<file path="config.mk">
export PLATFORM = sky130hd
export DESIGN_NAME = uvma_udma_ctrl_dp_in_mc_chkr_flat
export DESIGN_NICKNAME = d
export VERILOG_FILES = /design/src/rtl/uvma_udma_ctrl_dp_in_mc_chkr_pkg.sv /design/src/rtl/uvma_udma_ctrl_dp_in_mc_chkr_if.sv /design/src/rtl/uvma_udma_ctrl_dp_in_ch_mon.sv /design/src/rtl/uvma_udma_ctrl_dp_in_mc_chkr.sv /design/src/flat_wrapper.sv
export SDC_FILE = /design/constraint.sdc
export NUM_CORES = 1
export LEC_CHECK = 0
export CAP_MARGIN = 5
export CELL_PAD_IN_SITES_DETAIL_PLACEMENT = 1
export CELL_PAD_IN_SITES_GLOBAL_PLACEMENT = 1
export CORE_ASPECT_RATIO = 0.75
export CORE_MARGIN = 5
export CORE_UTILIZATION = 40
export DETAILED_ROUTE_END_ITERATION = 6
export PLACE_DENSITY_LB_ADDON = 0.1
export SLEW_MARGIN = 20
export SYNTH_ARGS = -nofsm -noshare
export SYNTH_HDL_FRONTEND = slang
export SYNTH_HIERARCHICAL = 1
export SYNTH_SLANG_ARGS = --single-unit
</file>
<file path="constraint.sdc">
create_clock -name clk -period 6.8 [get_ports clk]
set_clock_uncertainty 0.05 [all_clocks]
set_input_delay 1.36 -clock clk [delete_from_list [all_inputs] [get_ports clk]]
set_output_delay 1.36 -clock clk [all_outputs]
set_load 0.005 [all_outputs]
</file>
<file path="src/rtl/uvma_udma_ctrl_dp_in_mc_chkr_pkg.sv">
// ----------------------------------------------------------------------------
// uvma_udma_ctrl_dp_in_mc_chkr_pkg
// Shared types for the uDMA datapath-in multi-channel protocol checker:
//   ch_state_e   per-channel handshake monitor state
//   err_code_e   violation codes; a lower value means higher reporting priority
//   SIZE_*       datasize encoding carried on the size bus
// ----------------------------------------------------------------------------
package uvma_udma_ctrl_dp_in_mc_chkr_pkg;

   typedef enum logic [1:0] {
      ST_IDLE    = 2'd0,  // no request outstanding
      ST_WAIT    = 2'd1,  // valid seen without ready, payload latched
      ST_EXPIRED = 2'd2   // stall timeout already reported for this episode
   } ch_state_e;

   typedef enum logic [2:0] {
      ERR_NONE     = 3'd0,
      ERR_DROP     = 3'd1,
      ERR_DATA_CHG = 3'd2,
      ERR_SIZE_CHG = 3'd3,
      ERR_SIZE_ILL = 3'd4,
      ERR_TIMEOUT  = 3'd5
   } err_code_e;

   localparam logic [1:0] SIZE_BYTE    = 2'd0;
   localparam logic [1:0] SIZE_HALF    = 2'd1;
   localparam logic [1:0] SIZE_WORD    = 2'd2;
   localparam logic [1:0] SIZE_ILLEGAL = 2'd3;

   function automatic logic size_is_legal(input logic [1:0] s);
      return s != SIZE_ILLEGAL;
   endfunction

endpackage

</file>
<file path="src/rtl/uvma_udma_ctrl_dp_in_mc_chkr_if.sv">
// ----------------------------------------------------------------------------
// uvma_udma_ctrl_dp_in_mc_chkr_if
// Bundle of the monitored uDMA datapath-in channels.
//   valid [NUM_CH]          per-channel request valid
//   ready [NUM_CH]          per-channel grant
//   data  [NUM_CH*DATA_W]   channel i at [i*DATA_W +: DATA_W]
//   size  [NUM_CH*2]        channel i at [i*2 +: 2]
// master drives the bundle, slave (the checker) only observes it.
// ----------------------------------------------------------------------------
interface uvma_udma_ctrl_dp_in_mc_chkr_if #(
   parameter int NUM_CH = 4,
   parameter int DATA_W = 32
);
   logic [NUM_CH-1:0]        valid;
   logic [NUM_CH-1:0]        ready;
   logic [NUM_CH*DATA_W-1:0] data;
   logic [NUM_CH*2-1:0]      size;

   modport master (output valid, ready, data, size);
   modport slave  (input  valid, ready, data, size);
endinterface

</file>
<file path="src/rtl/uvma_udma_ctrl_dp_in_ch_mon.sv">
// ----------------------------------------------------------------------------
// uvma_udma_ctrl_dp_in_ch_mon
// Single-channel handshake monitor: tracks one valid/ready episode, checks
// payload stability, illegal size, dropped requests and stall timeout, and
// counts completed handshakes.
//   clk, reset_n   rising-edge clock, synchronous active-low reset
//   enable         checking enable; low forces IDLE and freezes the counter
//   clr            clears counter and sticky flag
//   valid, ready   channel handshake
//   data, size     channel payload
//   err_code       combinational code of the cycle being evaluated
//   err_pulse      registered one-cycle violation pulse
//   err_sticky     registered sticky violation flag
//   xfer_cnt       saturating count of completed handshakes
// ----------------------------------------------------------------------------
module uvma_udma_ctrl_dp_in_ch_mon
   import uvma_udma_ctrl_dp_in_mc_chkr_pkg::*;
#(
   parameter int DATA_W    = 32,
   parameter int STALL_MAX = 1024,
   parameter int CNT_W     = 16
) (
   input  logic              clk,
   input  logic              reset_n,
   input  logic              enable,
   input  logic              clr,
   input  logic              valid,
   input  logic              ready,
   input  logic [DATA_W-1:0] data,
   input  logic [1:0]        size,
   output err_code_e         err_code,
   output logic              err_pulse,
   output logic              err_sticky,
   output logic [CNT_W-1:0]  xfer_cnt
);

   localparam int STALL_W = $clog2(STALL_MAX + 1);

   ch_state_e          state_q, state_d;
   logic [DATA_W-1:0]  data_q;
   logic [1:0]         size_q;
   logic [STALL_W-1:0] stall_q, stall_d;
   logic               in_episode;
   logic               stall_hit;
   logic               latch_en;
   logic               err_hit;

   // stall_q holds the number of stalled cycles already seen in this episode,
   // so the cycle being evaluated is the STALL_MAX-th one when it equals
   // STALL_MAX-1.
   assign in_episode = (state_q != ST_IDLE);
   assign stall_hit  = (state_q == ST_WAIT) && valid && !ready &&
                       (stall_q == STALL_W'(STALL_MAX - 1));
   assign latch_en   = enable && (state_q == ST_IDLE) && valid && !ready;
   assign err_hit    = (err_code != ERR_NONE);

   // State register
   // NOTE: sequential state uses non-blocking assignments so every flop
   // samples pre-edge values regardless of process evaluation order.
   always_ff @(posedge clk) begin
      if (!reset_n) state_q <= ST_IDLE;
      else          state_q <= state_d;
   end

   // Next-state logic
   // NOTE: every combinational output gets a default first so no path can
   // leave it unassigned and infer a latch.
   always_comb begin
      state_d = state_q;
      if (!enable) begin
         state_d = ST_IDLE;
      end else begin
         case (state_q)
            ST_IDLE: begin
               if (valid && !ready) state_d = ST_WAIT;
            end
            ST_WAIT: begin
               if (!valid || ready) state_d = ST_IDLE;
               else if (stall_hit)  state_d = ST_EXPIRED;
            end
            ST_EXPIRED: begin
               if (!valid || ready) state_d = ST_IDLE;
            end
            default: state_d = ST_IDLE;
         endcase
      end
   end

   // Violation decode; the if-chain order is the reporting priority, lowest
   // code first. DROP needs valid low, all others need valid high.
   always_comb begin
      err_code = ERR_NONE;
      if (enable) begin
         if (in_episode && !valid)                    err_code = ERR_DROP;
         else if (valid) begin
            if (in_episode && (data != data_q))       err_code = ERR_DATA_CHG;
            else if (in_episode && (size != size_q))  err_code = ERR_SIZE_CHG;
            else if (!size_is_legal(size))            err_code = ERR_SIZE_ILL;
            else if (stall_hit)                       err_code = ERR_TIMEOUT;
         end
      end
   end

   // Stall counter: starts at 1 on the cycle that opens the episode and stops
   // advancing once the episode has expired.
   always_comb begin
      stall_d = stall_q;
      if (!enable || (state_d == ST_IDLE)) stall_d = '0;
      else if (state_q == ST_IDLE)         stall_d = STALL_W'(1);
      else if (state_q == ST_WAIT)         stall_d = stall_q + STALL_W'(1);
   end

   // Datapath: payload latch, stall counter, registered status, counter
   // NOTE: the payload latch is reset too, so post-reset compares never see X
   // even though it is only consulted once an episode is open.
   always_ff @(posedge clk) begin
      if (!reset_n) begin
         data_q     <= '0;
         size_q     <= '0;
         stall_q    <= '0;
         err_pulse  <= 1'b0;
         err_sticky <= 1'b0;
         xfer_cnt   <= '0;
      end else begin
         if (latch_en) begin
            data_q <= data;
            size_q <= size;
         end
         stall_q   <= stall_d;
         err_pulse <= err_hit;
         // A violation in the clear cycle still sets the flag.
         err_sticky <= err_hit | (err_sticky & ~clr);
         if (clr)
            xfer_cnt <= '0;
         else if (enable && valid && ready && (xfer_cnt != {CNT_W{1'b1}}))
            xfer_cnt <= xfer_cnt + CNT_W'(1);
      end
   end

endmodule

</file>
<file path="src/rtl/uvma_udma_ctrl_dp_in_mc_chkr.sv">
// ----------------------------------------------------------------------------
// uvma_udma_ctrl_dp_in_mc_chkr
// Multi-channel uDMA datapath-in protocol checker. One channel monitor per
// channel plus capture of the first violation since reset or clear.
//   clk, reset_n   rising-edge clock, synchronous active-low reset
//   enable         checking enable
//   clr            clears counters, sticky flags and first-error capture
//   bus            monitored channels (slave modport)
//   err_pulse      per-channel one-cycle violation pulse
//   err_sticky     per-channel sticky violation flag
//   first_ch       channel of the first captured violation
//   first_code     code of the first captured violation
//   first_vld      first_ch/first_code hold a capture
//   xfer_cnt       per-channel saturating handshake counters, CNT_W each
// ----------------------------------------------------------------------------
module uvma_udma_ctrl_dp_in_mc_chkr
   import uvma_udma_ctrl_dp_in_mc_chkr_pkg::*;
#(
   parameter int NUM_CH    = 4,
   parameter int DATA_W    = 32,
   parameter int STALL_MAX = 1024,
   parameter int CNT_W     = 16
) (
   input  logic                      clk,
   input  logic                      reset_n,
   input  logic                      enable,
   input  logic                      clr,
   uvma_udma_ctrl_dp_in_mc_chkr_if.slave bus,
   output logic [NUM_CH-1:0]         err_pulse,
   output logic [NUM_CH-1:0]         err_sticky,
   output logic [3:0]                first_ch,
   output err_code_e                 first_code,
   output logic                      first_vld,
   output logic [NUM_CH*CNT_W-1:0]   xfer_cnt
);

   err_code_e  ch_code [NUM_CH];
   logic       any_err;
   logic [3:0] sel_ch;
   err_code_e  sel_code;

   for (genvar g = 0; g < NUM_CH; g++) begin : g_ch
      uvma_udma_ctrl_dp_in_ch_mon #(
         .DATA_W    (DATA_W),
         .STALL_MAX (STALL_MAX),
         .CNT_W     (CNT_W)
      ) u_mon (
         .clk        (clk),
         .reset_n    (reset_n),
         .enable     (enable),
         .clr        (clr),
         .valid      (bus.valid[g]),
         .ready      (bus.ready[g]),
         .data       (bus.data[g*DATA_W +: DATA_W]),
         .size       (bus.size[g*2 +: 2]),
         .err_code   (ch_code[g]),
         .err_pulse  (err_pulse[g]),
         .err_sticky (err_sticky[g]),
         .xfer_cnt   (xfer_cnt[g*CNT_W +: CNT_W])
      );
   end

   // Lowest-index erroring channel: scan downwards so the last hit wins.
   always_comb begin
      any_err  = 1'b0;
      sel_ch   = '0;
      sel_code = ERR_NONE;
      for (int i = NUM_CH - 1; i >= 0; i--) begin
         if (ch_code[i] != ERR_NONE) begin
            any_err  = 1'b1;
            sel_ch   = 4'(i);
            sel_code = ch_code[i];
         end
      end
   end

   // First-error capture; a violation in the clear cycle re-arms the capture
   // with itself instead of being lost.
   always_ff @(posedge clk) begin
      if (!reset_n) begin
         first_vld  <= 1'b0;
         first_ch   <= '0;
         first_code <= ERR_NONE;
      end else if ((clr || !first_vld) && any_err) begin
         first_vld  <= 1'b1;
         first_ch   <= sel_ch;
         first_code <= sel_code;
      end else if (clr) begin
         first_vld  <= 1'b0;
         first_ch   <= '0;
         first_code <= ERR_NONE;
      end
   end

endmodule

</file>
<file path="src/flat_wrapper.sv">
// flat-port wrapper written by rule: the top's interface ports become plain ports
module uvma_udma_ctrl_dp_in_mc_chkr_flat import uvma_udma_ctrl_dp_in_mc_chkr_pkg::*;
#(
   parameter int NUM_CH    = 4,
   parameter int DATA_W    = 32,
   parameter int STALL_MAX = 1024,
   parameter int CNT_W     = 16
)
  (clk, reset_n, enable, clr, err_pulse, err_sticky, first_ch, first_code, first_vld, xfer_cnt, bus_valid, bus_ready, bus_data, bus_size);
  uvma_udma_ctrl_dp_in_mc_chkr_if #(.NUM_CH(NUM_CH), .DATA_W(DATA_W)) bus_i ();
  input  logic clk;
  input  logic reset_n;
  input  logic enable;
  input  logic clr;
  output logic [NUM_CH-1:0] err_pulse;
  output logic [NUM_CH-1:0] err_sticky;
  output logic [3:0] first_ch;
  output err_code_e first_code;
  output logic first_vld;
  output logic [NUM_CH*CNT_W-1:0] xfer_cnt;
  input wire logic [$bits(bus_i.valid)-1:0] bus_valid;
  input wire logic [$bits(bus_i.ready)-1:0] bus_ready;
  input wire logic [$bits(bus_i.data)-1:0] bus_data;
  input wire logic [$bits(bus_i.size)-1:0] bus_size;
  assign bus_i.valid = bus_valid;
  assign bus_i.ready = bus_ready;
  assign bus_i.data = bus_data;
  assign bus_i.size = bus_size;
  uvma_udma_ctrl_dp_in_mc_chkr #(.NUM_CH(NUM_CH), .DATA_W(DATA_W), .STALL_MAX(STALL_MAX), .CNT_W(CNT_W)) u_core (.clk(clk), .reset_n(reset_n), .enable(enable), .clr(clr), .bus(bus_i), .err_pulse(err_pulse), .err_sticky(err_sticky), .first_ch(first_ch), .first_code(first_code), .first_vld(first_vld), .xfer_cnt(xfer_cnt));
endmodule
</file>
==> run_results.csv <==
group,metric,value,unit
critical_path,worst_ep_required_time,7.23,ns
critical_path,end_kind,"register",
floorplan,dieWidth,220,µm
placement,place_ws,1.95,ns
cells_and_area,diodes,0,
clock_network,hold_buffers,0,
floorplan,die-area,36900,µm²
yosys,yosysWarnings,6,
yosys,ys_top_cells_by_area,"dfxtp_1, xnor2_1, nand2_1",
clock_network,cts_tree,"yes",
min_path,worst_hold_path_type,"register to register",
job,drv_cap,0,
critical_path,r2r_slack,3.45,ns
yosys,ys_seq_area_share,40.2,%
placement,port_buffers,225,
floorplan,start_util,40.7,%
power_and_ir_drop,ir_drop,162,µV
clock_network,clock_path_buffers,3,
yosys,synth_top_cell_by_area,"dfxtp_1",
timing,fmax,233,MHz
timing,holdWs,0.415,ns
power_and_ir_drop,p_int,0.00271,W
cells_and_area,areaGrowthSynthToFinish,27.0,%
timing,setup_viol,0,
grt,grt_util_met3,3.83,%
timing,finalHoldViolCount,0,
grt,overflow,0,
clock_network,cts-buffers-inserted,29,
timing,worst_pin_slew,1.06,ns
routing,drt-initial-drc-count,482,
power_and_ir_drop,switching_share,23.7,%
yosys,ys_types,59,
power_and_ir_drop,power.leakage,5.47,nW
floorplan,ios,228,
timing,finalMaxSlewViolations,0,
run_status,status,"finished, final reports clean",
placement,dp_hpwl,27800,µm
critical_path,cp.arrival,4.72,ns
placement,routabilityCongestion,0.783,
power_and_ir_drop,power_frac_seq,45.5,%
clock_network,post_cts_buffers,0,
timing,setup_ws,2.51,ns
floorplan,coreArea,32500,µm²
yosys,synth_edf_count,0,
clock_network,clkLatencyLatePin,0.55,ns
timing,tns,0,ns
clock_network,cts_resized,0,
routing,post_drt_wl_per_cell,17.3,µm
grt,grt_busiest_layer,"met2",
yosys,synth_top_area_share,40.2,%
critical_path,critPathLaunchType,"input port",
cells_and_area,instances_no_fill,2209,
routing,antenna_left,0,
grt,antenna_found_initial,1,
grt,grt_pass1_wl,62100,µm
clock_network,htreeDepth,1,
power_and_ir_drop,power_switching,0.000844,W
critical_path,cp_max_fo,7,
routing,firstDrtPassIters,4,
clock_network,clk_pin_slew,0.06,ns
timing,min_period_over_period,63.1,%
routing,vias_per_cell,5.24,
clock_network,cts-root-buf,"clkbuf_16",
grt,grt_start_max_net_pins,72,
yosys,synth-main-ff-cell,"dfxtp_1",
cells_and_area,final_common_cell,"nand2_1",
timing,max_slew_margin,29.3,%
routing,via_count,11568,
grt,grtUsageMet2,33.6,%
yosys,synthCells,1536,
yosys,ys_ff_latch,266,
timing,min_period,4.29,ns
routing,wl,38100,µm
timing,rsz0062_at_grt,"false",
floorplan,num_rows,57,
power_and_ir_drop,pwr-share-comb,9.9,%
cells_and_area,final_cell_mix,"nand2_1, dfxtp_1, clkdlybuf4s50_1, xnor2_1, nor2_1",
floorplan,fp.dieH,168,µm
placement,placed_cells,2157,
grt,grt_pass1_vias,11946,
clock_network,clock-sinks,266,
grt,grtUsageTotal,20.0,%
yosys,synth_area,13200,µm²
cells_and_area,drive_gt1_share,7.07,%
critical_path,crit_type,"input port to register",
power_and_ir_drop,clock_power_share,44.6,%
power_and_ir_drop,p_per_area,211,nW/µm²
yosys,synth-async-reset-ratio,0,%
cells_and_area,nNetsFinal,1902,
grt,grt_use_met1,27.5,%
yosys,syn_area_per_cell,8.62,µm²
routing,drcViolationCount,0,
Yosys cell counts, types with 5 or more instances:
master     instances
nor4_1            12
nand4_1           48
xnor2_1          140
nor3b_1           13
buf_2             16
ha_1               8
nand3b_1           9
nand2b_1           5
or4_1             12
o211ai_1           9
a21boi_1          49
nand2_1          320
a211oi_1          14
o31ai_1           12
clkbuf_1          32
a31oi_1           12
a21oi_1           37
and4_1            16
dfxtp_1          266
or3_1              6
nand3_1           37
o21ai_0           10
o21a_1             6
a2111oi_2          8
and2_2             8
or3_2             13
o21ai_1           18
nor2_1            94
nand3_4            8
nor3_1            16
and3_1            20
nor2b_1           28
inv_1             16
a21boi_0          88
o31a_1             5
xor2_1            48
path summary, 6_finish.rpt:
| path | start | end | depth (start not counted) |
|---|---|---|---|
| max | bus_data[76] | u_core/first_ch[0]$_SDFFE_PN0P_ | 10 |
| min | u_core/g_ch[0].u_mon/data_q[16]$_SDFFE_PN0P_ | u_core/g_ch[0].u_mon/data_q[16]$_SDFFE_PN0P_ | 2 |
| max reg2reg | u_core/g_ch[2].u_mon/data_q[12]$_SDFFE_PN0P_ | u_core/first_ch[0]$_SDFFE_PN0P_ | 9 |
| min reg2reg | u_core/g_ch[0].u_mon/data_q[16]$_SDFFE_PN0P_ | u_core/g_ch[0].u_mon/data_q[16]$_SDFFE_PN0P_ | 2 |
registers in the layout, summed over array words and instances, names as in the netlist:
register and count:
u_core/g_ch.u_mon/data_q 128, u_core/g_ch.u_mon/state_q 8, u_core/g_ch.u_mon/err_pulse 4, u_core/first_ch 2, u_core/g_ch.u_mon/xfer_cnt 64, u_core/first_code 3
u_core/g_ch.u_mon/stall_q 44, u_core/g_ch.u_mon/size_q 8, u_core/g_ch.u_mon/err_sticky 4, u_core/first_vld 1
final cells by class:
cell class	instances	area (µm²)
timing repair buffer	236	2330
inverter	16	60.1
sequential	266	5330
fill	3812	15700
clock buffer	41	841
clock inverter	11	118
multi-input combinational	1197	7590
tap	442	553
worst max-delay path: stages:
cell	delay (ns)
clkdlybuf4s50_1	0.50
xnor2_1	0.14
nand4_1	0.14
nor4_1	0.55
a31oi_1	0.30
a211oi_1	0.76
or3_1	0.29
o41ai_4	0.11
or3_2	0.43
a21boi_1	0.13
layer usage:
layer  wire length [µm]  part of all wire (%)  up-vias
li1                   -                     -     5770
met1              18300                    48     5592
met2              17800                    47      162
met3               1550                   4.1       42
met4                495                   1.3        2
met5                 17                 0.045        -
logic make-up (layout without fill, tap and decap cells):
logic type               count (synthesis)  in the layout  share of synthesized area, %
buffers and inverters                   74            304                          2.53
AND/OR/NAND/NOR                        699            699                          27.0
adder cells (fa/ha/maj)                  8              8                         0.756
flip-flops                             266            266                          40.2
AO/OA/AOI/OAI                          296            296                          16.8
XOR/XNOR                               188            188                          12.4
multiplexers                             4              4                         0.302
other                                    1              2                        0.0283
power by group through the flow:
| stage | clock network (W) | logic [W] | registers [W] |
|---|---|---|---|
| floorplan | 0 | 0.000179 | 0.00165 |
| global placement | 0 | 0.000345 | 0.00165 |
| detailed placement | 0 | 0.000353 | 0.00165 |
| CTS | 0.00165 | 0.000356 | 0.00162 |
| global route | 0.00172 | 0.000382 | 0.00162 |
| finish | 0.00159 | 0.000351 | 0.00162 |
per-stage QoR:
stage          util, %  power, W  area (µm²)
2_1_floorplan        -   0.00183       13200
3_3_place_gp      48.8   0.00199       15900
3_5_place_dp      48.8   0.00200       15900
4_1_cts           51.7   0.00362       16800
5_1_grt           51.7   0.00372       16800
6_report          51.7   0.00356       16800
Power figures use the tool's default switching activity.
